$ cat src/rtl/pll_lock_sequencer_pkg.sv
// Shared state encodings, default 12 MHz timing constants and sizing helpers
// for the SB_PLL40 lock sequencer.
package pll_lock_sequencer_pkg;

  typedef enum logic [2:0] {
    ST_HOLD      = 3'd0,
    ST_WAIT_LOCK = 3'd1,
    ST_STABLE    = 3'd2,
    ST_RUN       = 3'd3,
    ST_FAULT     = 3'd4
  } pll_state_e;

  localparam int DEF_RESET_HOLD_CYCLES   = 12;
  localparam int DEF_LOCK_TIMEOUT_CYCLES = 12000;
  localparam int DEF_LOCK_STABLE_CYCLES  = 1200;
  localparam int DEF_MAX_RETRIES         = 3;
  localparam int DEF_LOCK_SYNC_STAGES    = 2;

  function automatic int pll_max3(input int a, input int b, input int c);
    int m;
    m = (a > b) ? a : b;
    return (m > c) ? m : c;
  endfunction

  // Never returns 0 so that degenerate parameter sets still give a legal vector.
  function automatic int pll_width(input int n);
    return ($clog2(n) < 1) ? 1 : $clog2(n);
  endfunction

endpackage

$ cat src/rtl/pll_lock_sequencer_bit_synchronizer.sv
// Async-reset flop chain for bringing an asynchronous status bit into the
// local clock domain.
module bit_synchronizer #(
  parameter int STAGES = 2
) (
  input  logic clk,
  input  logic rst_n,
  input  logic d,
  output logic q
);

  logic [STAGES-1:0] sync_r;

  // Shift the raw bit through the chain; the last stage is the safe copy.
  always_ff @(posedge clk or negedge rst_n) begin
    if (!rst_n) begin
      sync_r <= {STAGES{1'b0}};
    end else begin
      sync_r <= {sync_r[STAGES-2:0], d};
    end
  end

  assign q = sync_r[STAGES-1];

endmodule

$ cat src/rtl/pll_lock_sequencer.sv
// Holds the video PLL in reset, waits for a stable LOCK, then releases the
// video pipeline; re-sequences on lock loss or timeout with bounded retries.
module pll_lock_sequencer
  import pll_lock_sequencer_pkg::*;
#(
  parameter int RESET_HOLD_CYCLES   = DEF_RESET_HOLD_CYCLES,
  parameter int LOCK_TIMEOUT_CYCLES = DEF_LOCK_TIMEOUT_CYCLES,
  parameter int LOCK_STABLE_CYCLES  = DEF_LOCK_STABLE_CYCLES,
  parameter int MAX_RETRIES         = DEF_MAX_RETRIES,
  parameter int LOCK_SYNC_STAGES    = DEF_LOCK_SYNC_STAGES
) (
  input  logic                                  REFERENCECLK,
  input  logic                                  RESET,
  input  logic                                  pll_lock,
  input  logic                                  restart_req,
  output logic                                  pll_resetb,
  output logic                                  video_rst_n,
  output logic                                  ready,
  output logic                                  fault,
  output logic                                  lock_lost,
  output logic [pll_width(MAX_RETRIES+1)-1:0]   retry_count,
  output logic [2:0]                            state_o
);

  localparam int CNT_W   = pll_width(pll_max3(RESET_HOLD_CYCLES, LOCK_TIMEOUT_CYCLES,
                                              LOCK_STABLE_CYCLES));
  localparam int RETRY_W = pll_width(MAX_RETRIES + 1);

  localparam logic [CNT_W-1:0]   HOLD_LAST_C    = CNT_W'(RESET_HOLD_CYCLES - 1);
  localparam logic [CNT_W-1:0]   TIMEOUT_LAST_C = CNT_W'(LOCK_TIMEOUT_CYCLES - 1);
  localparam logic [CNT_W-1:0]   STABLE_LAST_C  = CNT_W'(LOCK_STABLE_CYCLES - 1);
  localparam logic [CNT_W-1:0]   CNT_SAT_C      = {CNT_W{1'b1}};
  localparam logic [RETRY_W-1:0] RETRY_MAX_C    = RETRY_W'(MAX_RETRIES);

  pll_state_e         state_r;
  pll_state_e         next_state_s;
  logic [CNT_W-1:0]   cnt_r;
  logic [RETRY_W-1:0] retry_r;
  logic [RETRY_W-1:0] retry_next_s;
  logic               lost_next_s;
  logic               cnt_clear_s;
  logic               lock_s;

  bit_synchronizer #(
    .STAGES (LOCK_SYNC_STAGES)
  ) u_lock_sync (
    .clk   (REFERENCECLK),
    .rst_n (RESET),
    .d     (pll_lock),
    .q     (lock_s)
  );

  // Next-state decision; restart_req overrides every other transition.
  always_comb begin
    next_state_s = state_r;
    retry_next_s = retry_r;
    lost_next_s  = 1'b0;
    if (restart_req) begin
      next_state_s = ST_HOLD;
      retry_next_s = {RETRY_W{1'b0}};
    end else begin
      case (state_r)
        ST_HOLD: begin
          if (cnt_r == HOLD_LAST_C) begin
            next_state_s = ST_WAIT_LOCK;
          end else begin
            next_state_s = ST_HOLD;
          end
        end
        ST_WAIT_LOCK: begin
          if (lock_s) begin
            next_state_s = ST_STABLE;
          end else if (cnt_r == TIMEOUT_LAST_C) begin
            if (retry_r == RETRY_MAX_C) begin
              next_state_s = ST_FAULT;
            end else begin
              next_state_s = ST_HOLD;
              retry_next_s = retry_r + {{(RETRY_W-1){1'b0}}, 1'b1};
            end
          end else begin
            next_state_s = ST_WAIT_LOCK;
          end
        end
        ST_STABLE: begin
          // A lock drop while qualifying counts as a failed attempt.
          if (!lock_s) begin
            if (retry_r == RETRY_MAX_C) begin
              next_state_s = ST_FAULT;
            end else begin
              next_state_s = ST_HOLD;
              retry_next_s = retry_r + {{(RETRY_W-1){1'b0}}, 1'b1};
            end
          end else if (cnt_r == STABLE_LAST_C) begin
            next_state_s = ST_RUN;
            retry_next_s = {RETRY_W{1'b0}};
          end else begin
            next_state_s = ST_STABLE;
          end
        end
        ST_RUN: begin
          if (!lock_s) begin
            next_state_s = ST_HOLD;
            retry_next_s = {RETRY_W{1'b0}};
            lost_next_s  = 1'b1;
          end else begin
            next_state_s = ST_RUN;
          end
        end
        ST_FAULT: begin
          next_state_s = ST_FAULT;
        end
        default: begin
          next_state_s = ST_HOLD;
          retry_next_s = {RETRY_W{1'b0}};
        end
      endcase
    end
  end

  assign cnt_clear_s = restart_req || (next_state_s != state_r);

  // State, counter, retry count and Moore outputs decoded from the next state.
  always_ff @(posedge REFERENCECLK or negedge RESET) begin
    if (!RESET) begin
      state_r     <= ST_HOLD;
      cnt_r       <= {CNT_W{1'b0}};
      retry_r     <= {RETRY_W{1'b0}};
      pll_resetb  <= 1'b0;
      video_rst_n <= 1'b0;
      ready       <= 1'b0;
      fault       <= 1'b0;
      lock_lost   <= 1'b0;
    end else begin
      state_r <= next_state_s;
      if (cnt_clear_s) begin
        cnt_r <= {CNT_W{1'b0}};
      end else if (cnt_r != CNT_SAT_C) begin
        cnt_r <= cnt_r + {{(CNT_W-1){1'b0}}, 1'b1};
      end else begin
        cnt_r <= cnt_r;
      end
      retry_r     <= retry_next_s;
      pll_resetb  <= (next_state_s == ST_WAIT_LOCK) || (next_state_s == ST_STABLE) ||
                     (next_state_s == ST_RUN);
      video_rst_n <= (next_state_s == ST_RUN);
      ready       <= (next_state_s == ST_RUN);
      fault       <= (next_state_s == ST_FAULT);
      lock_lost   <= lost_next_s;
    end
  end

  assign retry_count = retry_r;
  assign state_o     = state_r;

endmodule
$ cat config.mk
export PLATFORM = sky130hd
export DESIGN_NAME = pll_lock_sequencer
export DESIGN_NICKNAME = d
export VERILOG_FILES = /design/src/rtl/pll_lock_sequencer_pkg.sv /design/src/rtl/pll_lock_sequencer_bit_synchronizer.sv /design/src/rtl/pll_lock_sequencer.sv
export SDC_FILE = /design/constraint.sdc
export NUM_CORES = 1
export LEC_CHECK = 0
export CAP_MARGIN = 20
export CORE_ASPECT_RATIO = 0.6
export CORE_MARGIN = 8
export CORE_UTILIZATION = 40
export CTS_CLUSTER_DIAMETER = 50
export DETAILED_ROUTE_END_ITERATION = 7
export GPL_TIMING_DRIVEN = 0
export SETUP_SLACK_MARGIN = 0.05
export SLEW_MARGIN = 10
export SYNTH_ARGS = -nofsm -noshare
export SYNTH_HDL_FRONTEND = slang
export SYNTH_HIERARCHICAL = 1
export SYNTH_SLANG_ARGS = --single-unit
$ cat constraint.sdc
create_clock -name REFERENCECLK -period 2.3 [get_ports REFERENCECLK]
set_input_delay 0.575 -clock REFERENCECLK [delete_from_list [all_inputs] [get_ports REFERENCECLK]]
set_output_delay 0.575 -clock REFERENCECLK [all_outputs]
set_load 0.05 [all_outputs]
After elaboration in Yosys (flattened, before gate mapping)
Cells that the tools add are included.
{ "op_classes": {"add_sub_neg": 2, "eq_ne": 19, "mux": 22, "reduce_logical": 7} }
{ "op_table": {"columns": ["operator", "count"], "rows": [
  ["14-bit two-way mux", 2],
  ["2-bit two-way mux", 8],
  ["3-bit two-way mux", 5],
  ["3-bit case mux with 5 select lines", 1],
  ["14-bit by 1-bit adder with 14-bit output (second input constant)", 1],
  ["14-bit by 11-bit equality test with 1-bit output (second input constant)", 1],
  ["14-bit equality test (second input constant)", 1],
  ["14-bit by 4-bit equality test with 1-bit output (second input constant)", 1],
  ["14-bit != test (second input constant)", 1],
  ["3-bit by 2-bit equality test with 1-bit output (second input constant)", 4],
  ["3-bit != test (second input constant)", 3],
  ["2-bit case mux with 4 select lines", 1],
  ["3-bit by 1-bit equality test with 1-bit output (second input constant)", 2],
  ["3-bit equality test (second input constant)", 2],
  ["1-bit two-way mux", 5],
  ["5-bit AND reduction", 1],
  ["4-bit != test (second input constant)", 1],
  ["3-bit logical NOT", 1],
  ["1-bit logical OR", 3],
  ["3-bit != test", 1],
  ["2-bit by 1-bit adder with 2-bit output (second input constant)", 1],
  ["2-bit equality test (second input constant)", 1],
  ["2-bit by 1-bit != test with 1-bit output (second input constant)", 1],
  ["2-bit nonzero test", 1],
  ["2-bit OR reduction", 1]
]} }
{ "totals": {"register_bits": 25, "input_bits": 4, "out_inout_bits": 10, "word_cells": 58} }

Longest topological paths before layout
{ "logic_depth": {"depth_word": 9, "depth_mapped": 6, "mapped_depth_nobuf": 6} }

Hierarchy
The synthesis kept the hierarchy.
{ "by_module_without_submodules": {"columns": ["mod", "n_inst", "cells_per_inst", "area_per_inst_um2"], "rows": [
  ["pll_lock_sequencer", 1, 150, 1371.3],
  ["bit_synchronizer", 1, 2, 50.0]
]} }

Least setup slack after synthesis
No wires, ideal clock.
{ "synth_timing": {"path_type": "register to register", "from": "register state_r[0] (netlist: state_o[0])", "to": "register cnt_r[6]", "setup_ns": 0.137, "t_arrival_ns": 1.904, "slack_ns": 0.259, "stages_incl_launch_ff": 7, "n_path_buf": 1, "period_less_slack_ns": 2.041, "cell_sequence": "dfrtp_1 > buf_2 > nor4_1 > and4_1 > a311o_2 > o21ai_1 > nor3_1"} }
{ "synth_via": {"elab_chain_cells": 6} }
{ "synth_lines": {"columns": ["element", "line", "rtl"], "rows": [
  ["from (decl)", "pll_lock_sequencer.sv:35", "pll_state_e state_r;"],
  ["from (signal assigned)", "pll_lock_sequencer.sv:134", "state_r <= next_state_s;"],
  ["3-bit equality test, or another cell as far along", "pll_lock_sequencer.sv:62", "case (state_r)"],
  ["3-bit case mux with 5 select lines", "pll_lock_sequencer.sv:62", null],
  ["3-bit two-way mux", "pll_lock_sequencer.sv:58", "if (restart_req) begin"],
  ["3-bit != test *", "pll_lock_sequencer.sv:120", "assign cnt_clear_s = restart_req || (next_state_s != state_r);"],
  ["1-bit logical OR *", "pll_lock_sequencer.sv:120", null],
  ["14-bit two-way mux or 2-bit nonzero test (tied branches)", null, null],
  ["to (signal assigned)", "pll_lock_sequencer.sv:136", "cnt_r <= {CNT_W{1'b0}};"],
  ["to (signal assigned)", "pll_lock_sequencer.sv:138", "cnt_r <= cnt_r + {{(CNT_W-1){1'b0}}, 1'b1};"],
  ["to (signal assigned)", "pll_lock_sequencer.sv:140", "cnt_r <= cnt_r;"],
  ["to (decl)", "pll_lock_sequencer.sv:37", "logic [CNT_W-1:0] cnt_r;"]
]} }
Mark *: on every way between the ends. The rest lies on a longest branch, timed or not.
A chain may end at the register's enable or synchronous reset.

Worst setup path in the final report
{ "layout_timing": {"from": "register cnt_r[0]", "to": "register cnt_r[3]"} }
{ "layout_via": {"elab_chain_cells": 8} }
{ "layout_lines": {"columns": ["element", "line", "rtl"], "rows": [
  ["from (signal assigned)", "pll_lock_sequencer.sv:126", "cnt_r <= {CNT_W{1'b0}};"],
  ["from (signal assigned)", "pll_lock_sequencer.sv:136", null],
  ["from (signal assigned)", "pll_lock_sequencer.sv:138", null],
  ["14-bit by 11-bit equality test with 1-bit output or 14-bit equality test (tied branches)", "pll_lock_sequencer.sv:93, pll_lock_sequencer.sv:73", null],
  ["1-bit two-way mux or 3-bit two-way mux (tied branches)", "pll_lock_sequencer.sv:93, pll_lock_sequencer.sv:73", null],
  ["3-bit two-way mux (on tied branches)", "pll_lock_sequencer.sv:86, pll_lock_sequencer.sv:71", null],
  ["3-bit case mux with 5 select lines", "pll_lock_sequencer.sv:62", null],
  ["3-bit two-way mux", "pll_lock_sequencer.sv:58", null],
  ["3-bit != test", "pll_lock_sequencer.sv:120", null],
  ["1-bit logical OR", "pll_lock_sequencer.sv:120", null],
  ["14-bit two-way mux or 2-bit nonzero test (tied branches)", null, null]
]} }
Several ways; a longest one is shown, not always the timed one. The select of a mux whose other input is x is not followed.

==> metrics <==
cells on worst reg2reg path=6; Mapped Area=roughly 1400 um^2; Fmax achieved=about 470 MHz; layout cells sized above 1=between 10 and 15%; GR peak layer=met1; CTS Root Cell=clkbuf_8; Filler cells=~340; #FFs+latches synth=25; Syn Inst Count=around 150; vias per cell=approximately 5.7; largest area contributor in the synthesized netlist=dfrtp_1; CP Class=register to register; Starting Density=approximately 43%; hold slack final=roughly 0.36 ns; First-pass DRT Iterations=4; TritonCTS Sinks=25; worst min-delay path class=register to register; routed wire length=around 3500 um; CP Capture Type=register; antenna cells=0; met1 GRT Util=between 10% and 20%; met2 Track Usage GR=roughly 15%; met3 Use GR=4.077%; Final ANT Viol Nets=0; multi-input logic area=about 770 um^2; die width=about 93 um; hold_sp=u_lock_sync/sync_r[0]; largest buffer count on any clock path=2; dpl ws=-0.2043 ns; DRC errors left=0; Main synth FF type=dfrtp_1; H-tree levels=1; largest net degree at the start of global routing=15; Tightest Pin Transition=around 0.6 ns; register area share after synthesis=between 40% and 50%; max-cap violation count=0; Routed wire per std cell=between 15 and 20 um; leftover overflow at the end of global routing=0; Max-slew headroom=between 50% and 60%; YS warnings=6; worst skew pair latency=0.27 ns; PD cells=around 450 nW/um^2; vias in the first global route=about 1100; Post-synth ARST share=100.0%; Crit Reg-Reg Endpoint=cnt_r[3]; Post-synth EDFFs=0; final hold vios=0; antenna violations before repair=0; number of cell rows=16; Setup-failing EPs final=0; Die H=roughly 62 um; I/O Buffers=13; synthesized area per cell=roughly 9.4 um^2; WP data arrival=about 2.3 ns; global-route usage over all layers=12.42%; synth-to-layout area growth=19.19%; HPWL Detailed=about 2700 um; clock period minus worst slack=about 2.1 ns; syn_nets=157; post-synth top area share=between 40% and 50%; setup repair after global routing missed its margin=true; Max Slew Vio Count=0; clk slew on worst S/H paths=~0.080 ns; RR Startpoint=cnt_r[0]; Netlist cell types=43; startpoint class of the critical path=register; Layout Skew=around 0.0046 ns; CTS buffer count=3; core footprint=between 3000 and 4000 um^2; outcome=finished clean; total power=~0.00076 W; initial DRC count=around 130; via count=1230; first-pass GRT wire length=~6000 um; most frequent cells in the layout=dfrtp_1 (25), nor2_1 (21), clkdlybuf4s50_1 (13); Placer Congestion=0.8766; Synth area leaders=dfrtp_1 (44%), nor2_1 (5.5%), nand4_1 (4.0%), xor2_1 (3.1%), a211oi_1 (2.6%); Hold Path Sink=u_lock_sync/sync_r[1]; most common library cell in the layout ignoring fill and taps=dfrtp_1; CTS tree=done; nets=around 180; Max IR drop VDD=261.4 uV; leak pwr=0.7043 nW; Worst R2R Setup Slack=between 0.15 and 0.2 ns; Crit path required time=about 2.5 ns; I/O Pins=14; Die ar.=slightly below 6000 um^2; Reg area=approximately 630 um^2; PnR worst setup slack=0.1624 ns; Tcrit/Tclk final=92.94%; crit-path max FO=6; worst hold stages=0
## report_power, final
group	total (W)	switching, W	internal [W]
logic	0.0000504	0.0000323	0.0000181
registers	0.000450	0.00000435	0.000445
clock network	0.000262	0.000140	0.000121
## what timing repair did
action                                 4_1_cts  5_1_grt
setup endpoints to repair                    2        9
setup buffers                                0        0
pin swaps                                    0        2
endpoints found under the hold margin        0        0
hold buffers                                 0        0
resized for setup                            1        3
## per-layer routing
layer  up-vias  wire length [um]
li1        604                 -
met1       582              1877
met2        39              1346
met3         5               259
met4         0                27
met5         -                 0
## worst max path at each step
stage	start	slack (ns)	cells after the start	to
CTS	cnt_r[0]	0.06	6	cnt_r[9]
floorplan	state_o[0]	0.26	6	cnt_r[6]
detailed placement	restart_req	-0.20	5	cnt_r[12]
finish	cnt_r[0]	0.16	6	cnt_r[3]
global placement	restart_req	-0.11	5	cnt_r[7]
global route	cnt_r[0]	0.04	6	cnt_r[7]
## state kept, by name, indices dropped and copies added, names as in the netlist
name and cells:
lock_lost 1, pll_resetb 1, fault 1, state_o 3, retry_count 2, ready 1, u_lock_sync/sync_r 2, cnt_r 14
## synthesized netlist by cell type (2+ instances only)
library cell / number
a211oi_1: 5
a21oi_1: 4
a221oi_1: 2
a31oi_1: 2
and3_1: 3
and4_1: 2
buf_2: 5
clkbuf_1: 3
dfrtp_1: 25
inv_1: 2
mux2i_1: 3
nand2_1: 10
nand2b_1: 4
nand3_1: 5
nand4_1: 9
nor2_1: 21
nor2b_1: 3
nor3_1: 3
nor4_1: 6
nor4b_1: 3
o21ai_0: 2
or2_1: 2
or2_2: 2
xnor2_1: 3
xor2_1: 5
## stage by stage
step | TNS [ns] | instances | util (%) | area [um^2]
2_1_floorplan | 0 | 152 | - | 1421
3_3_place_gp | -0.3413 | 210 | 48.38 | 1608
3_5_place_dp | -0.7936 | 211 | 48.83 | 1623
4_1_cts | 0 | 215 | 50.49 | 1678
5_1_grt | 0 | 215 | 50.98 | 1694
6_report | 0 | 215 | 50.98 | 1694
## kinds of logic after synthesis
group,count (synthesis),share of synthesized area [%]
and+or+nand+nor,80,31.96
AOI/OAI and AO/OA,24,12.50
buffers and inverters,11,3.609
adders and majority gates,1,0.8801
DFF,25,44.01
xor gates and xnor gates,8,4.930
muxes,3,2.113
## final cells by class
class	instances	share of cell area, %
Inverter	2	0.4431
Multi-Input combinational cell	116	45.42
Buffer	9	2.585
Sequential cell	25	36.93
Clock inverter	1	0.2954
Clock buffer	3	2.437
Timing Repair Buffer	14	8.567
Tap cell	45	3.323
## critical path: stages (launching register included)
cell and delay, ns:
dfrtp_1 0.42, ha_1 0.30, nor4b_2 0.20, and4_1 0.20, a311o_2 0.43, o211ai_2 0.36
nor2_1 0.10
Note: power is estimated with default switching activity, not from simulation.
